### src/rtl/imem_fetch_ctrl.sv
// imem_fetch_ctrl
// Instruction-memory fetch stage between the control unit and instruction memory.
// It latches the fetch address into the MAR and runs a req/ack read against a
// variable-latency memory. The returned word is buffered and loaded into the
// instruction register that drives the decoder. A read that is never acknowledged
// ends in a sticky fault, and the HLT encoding is substituted for the word.
//
// Ports:
//   clk               in   clock, rising edge
//   reset_cycle       in   asynchronous active-high reset
//   pc_addr           in   fetch address from the PC
//   signal_I_MAR      in   load pc_addr into the MAR
//   signal_read_I_mem in   level; its rising edge starts one read
//   signal_IR         in   load the fetched word into the IR
//   imem_req          out  read request, held until ack
//   imem_addr         out  read address (MAR contents)
//   imem_rdata        in   read data, valid with imem_ack
//   imem_ack          in   one-cycle data-valid pulse
//   instruction       out  IR contents
//   fetch_stall       out  read outstanding, control unit must hold
//   fetch_fault       out  sticky timeout flag
module imem_fetch_ctrl #(
  parameter int                 ADDR_W     = 8,
  parameter int                 INSTR_W    = 16,
  parameter int                 TIMEOUT    = 15,
  parameter logic [INSTR_W-1:0] FAULT_WORD = 16'hF800
) (
  input  logic               clk,
  input  logic               reset_cycle,
  input  logic [ADDR_W-1:0]  pc_addr,
  input  logic               signal_I_MAR,
  input  logic               signal_read_I_mem,
  input  logic               signal_IR,
  output logic               imem_req,
  output logic [ADDR_W-1:0]  imem_addr,
  input  logic [INSTR_W-1:0] imem_rdata,
  input  logic               imem_ack,
  output logic [INSTR_W-1:0] instruction,
  output logic               fetch_stall,
  output logic               fetch_fault
);

  typedef enum logic [1:0] {S_IDLE, S_REQ, S_VALID, S_FAULT} state_t;

  localparam logic [8:0] TIMEOUT_W = 9'(TIMEOUT);

  state_t               r_state;
  logic [ADDR_W-1:0]    r_mar;
  logic [INSTR_W-1:0]   r_buf;
  logic [INSTR_W-1:0]   r_instr;
  logic [7:0]           r_wait_cnt;
  logic                 r_ir_pend;
  logic                 r_rd_q;

  state_t               w_state_next;
  logic [7:0]           w_cnt_next;
  logic                 w_pend_next;
  logic                 w_buf_load;
  logic [INSTR_W-1:0]   w_buf_d;
  logic                 w_ir_load;
  logic [INSTR_W-1:0]   w_ir_d;
  logic                 w_rd_rise;
  logic [8:0]           w_cnt_inc;

  assign w_rd_rise = signal_read_I_mem & ~r_rd_q;
  assign w_cnt_inc = {1'b0, r_wait_cnt} + 9'd1;

  // The request address is the MAR. A same-cycle MAR load and read start
  // loads the MAR on the very edge that enters REQ, so the request already
  // carries the new (jump) address without a separate bypass path.
  assign imem_addr   = r_mar;
  assign imem_req    = (r_state == S_REQ);
  assign fetch_fault = (r_state == S_FAULT);
  assign fetch_stall = (r_state == S_REQ) | w_rd_rise;
  assign instruction = r_instr;

  always_comb begin
    w_state_next = r_state;
    w_cnt_next   = r_wait_cnt;
    w_pend_next  = r_ir_pend;
    w_buf_load   = 1'b0;
    w_buf_d      = imem_rdata;
    w_ir_load    = 1'b0;
    w_ir_d       = r_buf;
    case (r_state)
      S_IDLE: begin
        if (w_rd_rise) begin
          w_state_next = S_REQ;
          w_cnt_next   = 8'd0;
          w_pend_next  = 1'b0;
        end
      end
      S_VALID: begin
        if (signal_IR) begin
          w_ir_load = 1'b1;
          w_ir_d    = r_buf;
        end
        if (w_rd_rise) begin
          w_state_next = S_REQ;
          w_cnt_next   = 8'd0;
          w_pend_next  = 1'b0;
        end
      end
      S_REQ: begin
        // An IR request made during the wait (or on the ack cycle itself)
        // takes the memory word directly instead of waiting for VALID.
        if (imem_ack) begin
          w_state_next = S_VALID;
          w_buf_load   = 1'b1;
          w_buf_d      = imem_rdata;
          w_pend_next  = 1'b0;
          if (r_ir_pend | signal_IR) begin
            w_ir_load = 1'b1;
            w_ir_d    = imem_rdata;
          end
        end else if (w_cnt_inc == TIMEOUT_W) begin
          w_state_next = S_FAULT;
          w_buf_load   = 1'b1;
          w_buf_d      = FAULT_WORD;
          w_pend_next  = 1'b0;
          w_cnt_next   = w_cnt_inc[7:0];
          if (r_ir_pend | signal_IR) begin
            w_ir_load = 1'b1;
            w_ir_d    = FAULT_WORD;
          end
        end else begin
          w_cnt_next = w_cnt_inc[7:0];
          if (signal_IR) w_pend_next = 1'b1;
        end
      end
      S_FAULT: begin
        // Terminal until reset; read starts and late acks are ignored.
      end
      default: w_state_next = S_IDLE;
    endcase
  end

  always_ff @(posedge clk or posedge reset_cycle) begin
    if (reset_cycle) begin
      r_state    <= S_IDLE;
      r_mar      <= '0;
      r_buf      <= '0;
      r_instr    <= '0;
      r_wait_cnt <= '0;
      r_ir_pend  <= 1'b0;
      r_rd_q     <= 1'b0;
    end else begin
      r_state    <= w_state_next;
      r_wait_cnt <= w_cnt_next;
      r_ir_pend  <= w_pend_next;
      r_rd_q     <= signal_read_I_mem;
      if (signal_I_MAR) r_mar   <= pc_addr;
      if (w_buf_load)   r_buf   <= w_buf_d;
      if (w_ir_load)    r_instr <= w_ir_d;
    end
  end

endmodule

### config.mk
export PLATFORM = sky130hd
export DESIGN_NAME = imem_fetch_ctrl
export DESIGN_NICKNAME = d
export VERILOG_FILES = /design/src/rtl/imem_fetch_ctrl.sv
export SDC_FILE = /design/constraint.sdc
export NUM_CORES = 1
export LEC_CHECK = 0
export CORE_MARGIN = 8
export CORE_UTILIZATION = 47
export CTS_CLUSTER_DIAMETER = 50
export DETAILED_ROUTE_END_ITERATION = 16
export PLACE_DENSITY_LB_ADDON = 0.25
export SLEW_MARGIN = 10
export SYNTH_ARGS = -nofsm -noshare
export SYNTH_HDL_FRONTEND = slang
export SYNTH_SLANG_ARGS = --single-unit
### constraint.sdc
create_clock -name clk -period 4.5 [get_ports clk]
set_input_delay 0.9 -clock clk [delete_from_list [all_inputs] [get_ports clk]]
set_output_delay 0.9 -clock clk [all_outputs]
set_load 0.1 [all_outputs]
==> results of run 1 <==
## cell usage in the layout, fill, tap and decap left out, drive strengths merged, types with 7 or more instances in the layout
cell and n:
clkdlybuf4s50 55, dfrtp 52, o21ai 19, nand2 17
nor2 15, inv 15, mux2 14, a21oi 13
nand3 10, o211ai 9, nand2b 7, a31oi 7
## final cells by class
class	count	area [um^2]	area share
clock inverters	2	35.0	0.0101
inverters	15	56.3	0.0163
repair buffers	58	573	0.166
flip-flops and latches	52	1300	0.377
multi-input cells	185	1320	0.383
clock buffers	6	72.6	0.0210
well taps	75	93.8	0.0272
## flip-flops by register name, indices dropped and copies added, names as in the netlist
name         count
r_state          2
r_wait_cnt       8
imem_addr        8
instruction     16
r_buf           16
r_ir_pend        1
r_rd_q           1
## kinds of logic after synthesis
logic type	Yosys count
fa+ha+maj	6
simple gates	76
mux	15
compound gates	88
flops	52
buf+inv	32
## Yosys cell counts, types with 2 or more instances
| cell type | instances |
|---|---|
| dfrtp_1 | 52 |
| o21ai_0 | 18 |
| nand2_1 | 16 |
| inv_1 | 15 |
| nor2_1 | 15 |
| a21oi_1 | 13 |
| nand3_1 | 10 |
| mux2_2 | 9 |
| clkbuf_1 | 8 |
| o211ai_1 | 8 |
| nand2b_1 | 7 |
| a22o_1 | 6 |
| a31oi_1 | 6 |
| and3_1 | 6 |
| ha_1 | 6 |
| a211o_1 | 5 |
| o21a_1 | 5 |
| or4_1 | 5 |
| a32o_1 | 4 |
| and2_1 | 4 |
| o2bb2ai_1 | 4 |
| o31ai_1 | 4 |
| a32oi_1 | 3 |
| buf_4 | 3 |
| mux2_1 | 3 |
| o22ai_1 | 3 |
| buf_2 | 2 |
| buf_6 | 2 |
| mux2_4 | 2 |
| o41ai_1 | 2 |
## worst reg2reg max path, delay by kind of cell (launching register included)
family / cells / cell delay, ps
DFF: 1 / 380
AOI/OAI and AO/OA: 2 / 690
buffers and inverters: 2 / 260
and+or+nand+nor: 2 / 360
adders and majority gates: 1 / 370
muxes: 1 / 380
## final timing paths
check,slack [ps],from,endpoint,cells after the start
hold / removal,500,instruction[12],instruction[12],1
setup reg to reg,1960,r_state[1],instruction[3],8
hold reg to reg,500,instruction[12],instruction[12],1
setup / recovery,1060,r_state[1],imem_req,3
min in group asynchronous,1180,reset_cycle,imem_addr[4],2
max in group asynchronous,2670,reset_cycle,r_buf[6],2
## layer usage
| layer | share of wire | track usage |
|---|---|---|
| met5 | 0 | 0 |
| met4 | 0.0066 | 0.0322 |
| met3 | 0.065 | 0.0388 |
| met2 | 0.44 | 0.238 |
| met1 | 0.49 | 0.209 |
## report_power, final
group,total (mW),switching (mW),internal (mW)
clock,0.311,0.145,0.165
combinational,0.145,0.0937,0.0518
sequential,0.492,0.0127,0.479
total,0.948,0.252,0.696
## per-stage QoR
step                      power (mW)   util  instances  setup slack, ps
after floorplan                0.594      -        269             1220
after global placement         0.646  0.576        385             1390
after detailed placement       0.647  0.576        385             1330
after CTS                      0.958  0.594        393             1070
after global routing           0.987  0.594        393              954
final                          0.948  0.594        393             1060
==> qor.yml, run 1 <==
yosys:
  yosys.area_share.simple: 0.155
  ys.flop_type: "dfrtp_1"
  synth_compound_area_frac: 0.231
  synthArstFlopShare: 1.00
  synth.largest_area_cell: "dfrtp_1"
  synth_top_family_by_area: "compound AO/OA/AOI/OAI gates"
  ys_ff_latch: 52
  synth_fp_nets: 305
  synth_edf_count: 0
  yosysTopAreaCellShare: 0.469
  synth_adder_area_share: 0.0271
  synth_mux_area_frac: 0.0631
  ys_seq_area_frac: 0.469
  synth_cell_type_count: 53
  avgSynthCellArea_um2: 10.3
  synth_area_leaders: "dfrtp_1 47%, mux2_2 3.7%, o21ai_0 3.2%"
  synth_xor_area_frac: 0
  syn-cell-area_um2: 2770
  netlist_instances: 269
  yosysWarnings: 0
cells_and_area:
  drive_gt1_frac: 0.104
  antenna_cells: 0
  nNetsFinal: 353
  syn2layout_area_growth_pct: 24.5
  n_fill_cell: 516
  stdcell_area_um2: 3450
critical_path:
  cp_num_buf_inv: 2
  path_class: "reg2out"
  crit_fanout: 13
  endpoint_kind: "output port"
  cp_slowest_stage_delay_ps: 1230
  cpMaxStageDelayCell: "clkdlybuf4s50_1"
  worstPathRequired_ps: 3600
  arrival_ps: 2540
  startpoint_type: "register"
  path_cells: "inv_1, ha_1, clkdlybuf4s50_1"
  critical-path-top-delay-family: "buffers and inverters"
clocking:
  postCtsSetupRepairBufs: 0
  holdBufCountCts: 0
  cts_root_buf: "clkbuf_8"
  cts_resized: 0
  cts_sinks: 52
  clk_latency_ps: 300
  ctsHtreeMaxLevel: 2
  cts_inserted_buffers: 5
  clk_path_buf_depth: 2
  cts_tree: "built"
  clkTransAtPathRegs_ps: 90
run:
  maxCapViolCount: 0
power:
  power.density_nw_per_um2: 274
  ir_drop_mv: 0.137
  leakage_nw: 1.52
timing:
  finalCritPeriodShare: 0.763
  worstMarginPinSlew_ps: 1060
  hold_viol: 0
  fin_hold_ws_ps: 501
  setup-tns-final_ps: 0
  fmax_ghz: 0.291
  fin_skew_ps: 7.85
  min_period_ps: 3440
  finalSetupViolCount: 0
  relSlewSlack: 0.295
  slew_violations: 0
  rsz0062_at_grt: "no"
route:
  vias: 2175
  routed_wl_um: 6340
  postRouteAntennaNets: 0
  wl_per_cell_um: 16.1
  drtIter0Drc: 131
  drc: 0
  drtPass1Iterations: 4
  avgViaCountPerCell: 5.53
floorplanning:
  die_area_um2: 8620
  io_pins: 57
  die_h_um: 92.8
  initial_core_util: 0.477
  die_w_um: 92.8
  core-area_um2: 5820
  row_count: 28
global_routing:
  grt-ovfl-total: 0
  groute.usage.overall: 0.153
  grt_pass1_wl_um: 10800
  grt_max_degree: 53
  antenna_found_initial: 0
  grt_pass1_vias: 2191
worst_hold_path:
  hold_class: "reg2reg"
placement:
  gp_congestion: 0.787
  port-buffer-count: 56
  dp_hpwl_um: 4630
  dpl-instance-area_um2: 3350
outcome:
  outcome: "completed"
No activity file was read; power rests on OpenSTA's default activity.
==> inputs of run 2 (changes only) <==
- CORE_UTILIZATION: 47 -> 46
- clock period: 4.5 -> 2.8 ns (I/O delays scaled with it)
==> qor.yml, run 2 (synthesized netlist as in run 1, its figures left out) <==
placement:
  dp_hpwl_um: 4990  # +7.8%
  gp_congestion: 0.788  # +0.13%
  port-buffer-count: 56  # unchanged
  dp.cells: 391  # +1.6%
power:
  power.density_nw_per_um2: 422  # +54%
  ir_drop_mv: 0.223  # +63%
  power_switching_uw: 416  # +65%
  seqPwrFrac: 0.547  # +0.028
  switching_share: 0.287  # +0.0218
  leakage_nw: 1.57  # +3.3%
  combPwrFrac: 0.162  # +0.009
  power_mw: 1.45  # +53%
  intPower_mw: 1.03  # +48%
  p_clk_frac: 0.292  # -0.036
timing:
  fin_skew_ps: 7.24  # -0.601 ps
  slew_violations: 0  # unchanged
  relSlewSlack: 0.458  # +0.164
  finalCritPeriodShare: 0.899
  setup-tns-final_ps: 0  # unchanged
  rsz0062_at_grt: "no"
  worstMarginPinSlew_ps: 810  # -247 ps
  min_period_ps: 2520
  finalSetupViolCount: 0  # unchanged
  hold_viol: 0  # unchanged
  fmax_ghz: 0.397
cells_and_area:
  final_common_cell: "dfrtp_1"
  syn2layout_area_growth_pct: 23.7
  final_cell_mix: "52 x dfrtp_1, 34 x buf_4, 29 x clkdlybuf4s50_1"
  nNetsFinal: 359  # +1.7%
  drive_gt1_frac: 0.204  # +0.0999
  antenna_cells: 0  # unchanged
  final_cells: 399  # +1.5%
global_routing:
  antenna_found_initial: 0  # unchanged
  grt_pass1_vias: 2330  # +6.3%
  grt-ovfl-total: 0  # unchanged
  grt_pass1_wl_um: 11300  # +4.2%
  groute.usage.overall: 0.157  # +0.00371
  grt_max_degree: 25  # -53%
clocking:
  clk_latency_ps: 300  # about the same
  cts_tree: "built"
  cts_root_buf: "clkbuf_8"
  clk_path_buf_depth: 2  # unchanged
  ctsHtreeMaxLevel: 2  # unchanged
  cts_resized: 0  # unchanged
  postCtsSetupRepairBufs: 0  # unchanged
  holdBufCountCts: 0  # unchanged
  clkTransAtPathRegs_ps: 90  # about the same
  cts_sinks: 52  # unchanged
  cts_inserted_buffers: 5  # unchanged
floorplanning:
  row_count: 28  # unchanged
  die_w_um: 93.7  # +0.89%
  io_pins: 57  # unchanged
  initial_core_util: 0.471  # -0.00568
  die_h_um: 93.7  # +0.89%
  die_area_um2: 8770  # +1.8%
  core-area_um2: 5890  # +1.2%
critical_path:
  path_class: "reg2reg"
  crit_path_start: "r_wait_cnt[0]"
  endpoint_kind: "register"
  crit_fanout: 16  # +3
  r2r-start: "r_wait_cnt[0]"
  worstPathRequired_ps: 2990  # -610 ps
  startpoint_type: "register"
  arrival_ps: 2710  # +170 ps
run:
  maxCapViolCount: 0  # unchanged
route:
  routed_wl_um: 6610  # +4.3%
  postRouteAntennaNets: 0  # unchanged
  drtIter0Drc: 147  # +12%
  avgViaCountPerCell: 5.67  # +2.4%
  vias: 2262  # +4.0%
  drc: 0  # unchanged
  wl_per_cell_um: 16.6  # +2.8%
  drtPass1Iterations: 4  # unchanged
worst_hold_path:
  hold_class: "reg2reg"
  hold_path.startpoint: "instruction[13]"
outcome:
  outcome: "completed"
==> run 2: cell types whose count changed in the layout (fill, tap and decap cells not counted), sizes merged <==
cell | previous run | this run
buf | 3 | 35
bufinv | 1 | 0
clkdlybuf4s50 | 55 | 29
clkinvlp | 0 | 1
==> run 2: metrics by stage <==
stage / setup WS [ps] / hold slack [ps] / utilization / instance area [um^2]
after global placement: 296 / 483 / 0.568 / 3340
after CTS: 323 / 501 / 0.583 / 3430
after global routing: 50.0 / 523 / 0.583 / 3430
final: 282 / 498 / 0.583 / 3430
after floorplan: 199 / 467 / - / 2780
after detailed placement: 247 / 478 / 0.568 / 3340
==> run 2: power by group through the flow <==
stage | Sequential (mW) | Combinational, mW | Clock, mW
after global placement | 0.804 | 0.234 | 0
after CTS | 0.791 | 0.237 | 0.437
after global routing | 0.794 | 0.248 | 0.460
after floorplan | 0.884 | 0.0707 | 0
final | 0.791 | 0.234 | 0.422
after detailed placement | 0.806 | 0.236 | 0
==> run 2: layer usage <==
layer / routed length (um) / global-route usage / part of all wire / vias to the layer above
met5: 0 / 0 / 0 / -
met4: 50 / 0.0396 / 0.0076 / 0
met3: 382 / 0.0368 / 0.058 / 5
met2: 3200 / 0.257 / 0.48 / 52
met1: 2980 / 0.203 / 0.45 / 1104
li1: - / - / - / 1101
==> run 2: cell type report <==
type,count,area (um^2)
clock inverters,2,16.3
repair buffers,64,566
clock buffers,6,72.6
fillers,511,2450
inverters,15,56.3
flip-flops and latches,52,1300
multi-input cells,185,1330
well taps,75,93.8
==> run 2: final timing paths <==
path	end	slack, ps	cells after the start
max	r_buf[4]	280	6
min	instruction[13]	500	1
max reg2reg	r_buf[4]	280	6
min reg2reg	instruction[13]	500	1
max in group asynchronous	r_state[1]	1610	3
min in group asynchronous	r_buf[15]	590	2
==> run 2: critical path, cell delays in order, from the launching register on <==
cell	delay (ps)
dfrtp_1	480
ha_1	260
nand3_1	160
nor4_1	340
o211a_2	440
o211ai_2	390
a32o_1	340
==> inputs of run 3 (changes only) <==
- CORE_MARGIN: 8 -> default
==> qor.yml, run 3 (synthesized netlist as in run 1, its figures left out) <==
cells_and_area:
  utilization: 0.612  # +0.0294
  n_fill_cell: 468  # -8.4%
  antenna_cells: 0  # unchanged
  final_common_cell: "dfrtp_1"
  final_cell_mix: "52 x dfrtp_1, 32 x buf_4, 29 x clkdlybuf4s50_1"
  drive_gt1_frac: 0.204  # +0.000631
  syn2layout_area_growth_pct: 24.5
  nNetsFinal: 358  # -0.28%
run:
  maxCapViolCount: 0  # unchanged
clocking:
  cts_inserted_buffers: 5  # unchanged
  cts_sinks: 52  # unchanged
  cts_root_buf: "clkbuf_8"
  ctsHtreeMaxLevel: 2  # unchanged
  postCtsSetupRepairBufs: 0  # unchanged
  cts_tree: "built"
  clkTransAtPathRegs_ps: 90  # about the same
  holdBufCountCts: 0  # unchanged
  cts_resized: 0  # unchanged
  clk_path_buf_depth: 2  # unchanged
  clk_latency_ps: 310  # about the same
placement:
  dp_slack_ps: 254  # +6.75 ps
  gp_congestion: 0.828  # +5.1%
  port-buffer-count: 56  # unchanged
  dp_hpwl_um: 4490  # -10%
floorplanning:
  die_area_um2: 6340  # -28%
  initial_core_util: 0.492  # +0.0204
  row_count: 27  # -3.6%
  io_pins: 57  # unchanged
  die_w_um: 79.7  # -15%
  die_h_um: 79.7  # -15%
  core-area_um2: 5640  # -4.1%
critical_path:
  worstPathRequired_ps: 3000  # about the same
  critical-path-top-delay-family: "compound AO/OA/AOI/OAI gates"
  startpoint_type: "register"
  crit_path_start: "r_wait_cnt[0]"
  path_class: "reg2reg"
  endpoint_kind: "register"
  cpMaxStageDelayCell: "dfrtp_1"
  cp_slowest_stage_delay_ps: 490  # about the same
  r2r-start: "r_wait_cnt[0]"
  cp_num_buf_inv: 0  # unchanged
  crit_fanout: 16  # unchanged
  ff2ff_setup_slack_ps: 330  # +40 ps
  arrival_ps: 2680  # -30 ps
  path_cells: "ha_1, nand3_1, nor4_1, o211a_2, o211ai_2, a32o_1"
route:
  drc: 0  # unchanged
  dr_wl_met2_um: 2810  # -12%
  wl_per_cell_um: 15.8  # -4.8%
  top_layer_used: "met4"
  met3WireLength_um: 360  # -5.8%
  postRouteAntennaNets: 0  # unchanged
  avgViaCountPerCell: 5.66  # -0.10%
  drtIter0Drc: 165  # +12%
  routed_wl_um: 6230  # -5.7%
  vias: 2237  # -1.1%
  drtPass1Iterations: 4  # unchanged
  drt-met1-wl_um: 2980  # +0.17%
timing:
  setup-tns-final_ps: 0  # unchanged
  fin_skew_ps: 5.05  # -2.20 ps
  relSlewSlack: 0.467  # +0.00853
  rsz0062_at_grt: "no"
  slew_violations: 0  # unchanged
  finalWorstSetupSlack_ps: 327  # +44.6 ps
  worstMarginPinSlew_ps: 797  # -12.8 ps
  fin_hold_ws_ps: 510  # +12.0 ps
  fmax_ghz: 0.404  # +1.8%
  min_period_ps: 2470  # -44.6 ps
  finalSetupViolCount: 0  # unchanged
  hold_viol: 0  # unchanged
  finalCritPeriodShare: 0.883  # -0.0159
global_routing:
  grt_max_degree: 29  # +16%
  grt-ovfl-total: 0  # unchanged
  antenna_found_initial: 0  # unchanged
  grt_pass1_vias: 2128  # -8.7%
  grt_pass1_wl_um: 10300  # -8.6%
  groute.usage.overall: 0.210  # +0.0537
power:
  ir_drop_mv: 0.281  # +26%
  leakage_nw: 1.58  # +0.80%
  power.density_nw_per_um2: 445  # +5.6%
worst_hold_path:
  hold_class: "reg2reg"
  hold_path.startpoint: "r_buf[10]"
outcome:
  outcome: "completed"
[run 3: cell count changes in the layout (fill, tap and decap cells not counted)]
| cell | change |
|---|---|
| buf_12 | +1 |
| clkbuf_1 | -1 |
| clkinv_4 | -1 |
| clkinv_2 | +1 |
| bufinv_16 | +1 |
| buf_4 | -2 |
[run 3: worst paths after layout]
path                                        to  cells after the start
max in group asynchronous       instruction[5]                      3
worst max register to register        r_buf[4]                      6
worst max-delay path                  r_buf[4]                      6
worst min register to register       r_buf[10]                      1
min in group asynchronous         imem_addr[2]                      2
worst min-delay path                 r_buf[10]                      1
[run 3: power breakdown]
part           internal (mW)  switching (mW)  leakage, nW
clock network          0.265           0.250       0.0541
registers              0.770          0.0206        0.628
logic                 0.0838           0.150        0.901
[run 3: area by class of cell]
class | count | area [um^2] | area share
multi-input cells | 185 | 1330 | 0.384
clock inverters | 3 | 42.5 | 0.0123
repair buffers | 63 | 571 | 0.165
flip-flops and latches | 52 | 1300 | 0.377
inverters | 15 | 56.3 | 0.0163
clock buffers | 5 | 68.8 | 0.0199
well taps | 72 | 90.1 | 0.0261
[run 3: metal layers]
| metal | vias up | GRT usage |
|---|---|---|
| met5 | - | 0 |
| met4 | 0 | 0.0855 |
| met3 | 8 | 0.0331 |
| met2 | 65 | 0.324 |
| met1 | 1061 | 0.295 |
| li1 | 1103 | - |
[run 3: worst reg2reg max path, delay by kind of cell (launching register included)]
| family | cells | cell delay [ps] |
|---|---|---|
| and+or+nand+nor | 2 | 450 |
| AOI/OAI and AO/OA | 3 | 1160 |
| adders and majority gates | 1 | 270 |
| DFF | 1 | 490 |
[run 3: metrics by stage]
stage	cells	cell area (um^2)	power (mW)
floorplan	269	2780	0.954
global placement	387	3340	1.04
detailed placement	387	3340	1.04
CTS	395	3450	1.55
global route	395	3450	1.59
finish	395	3450	1.54
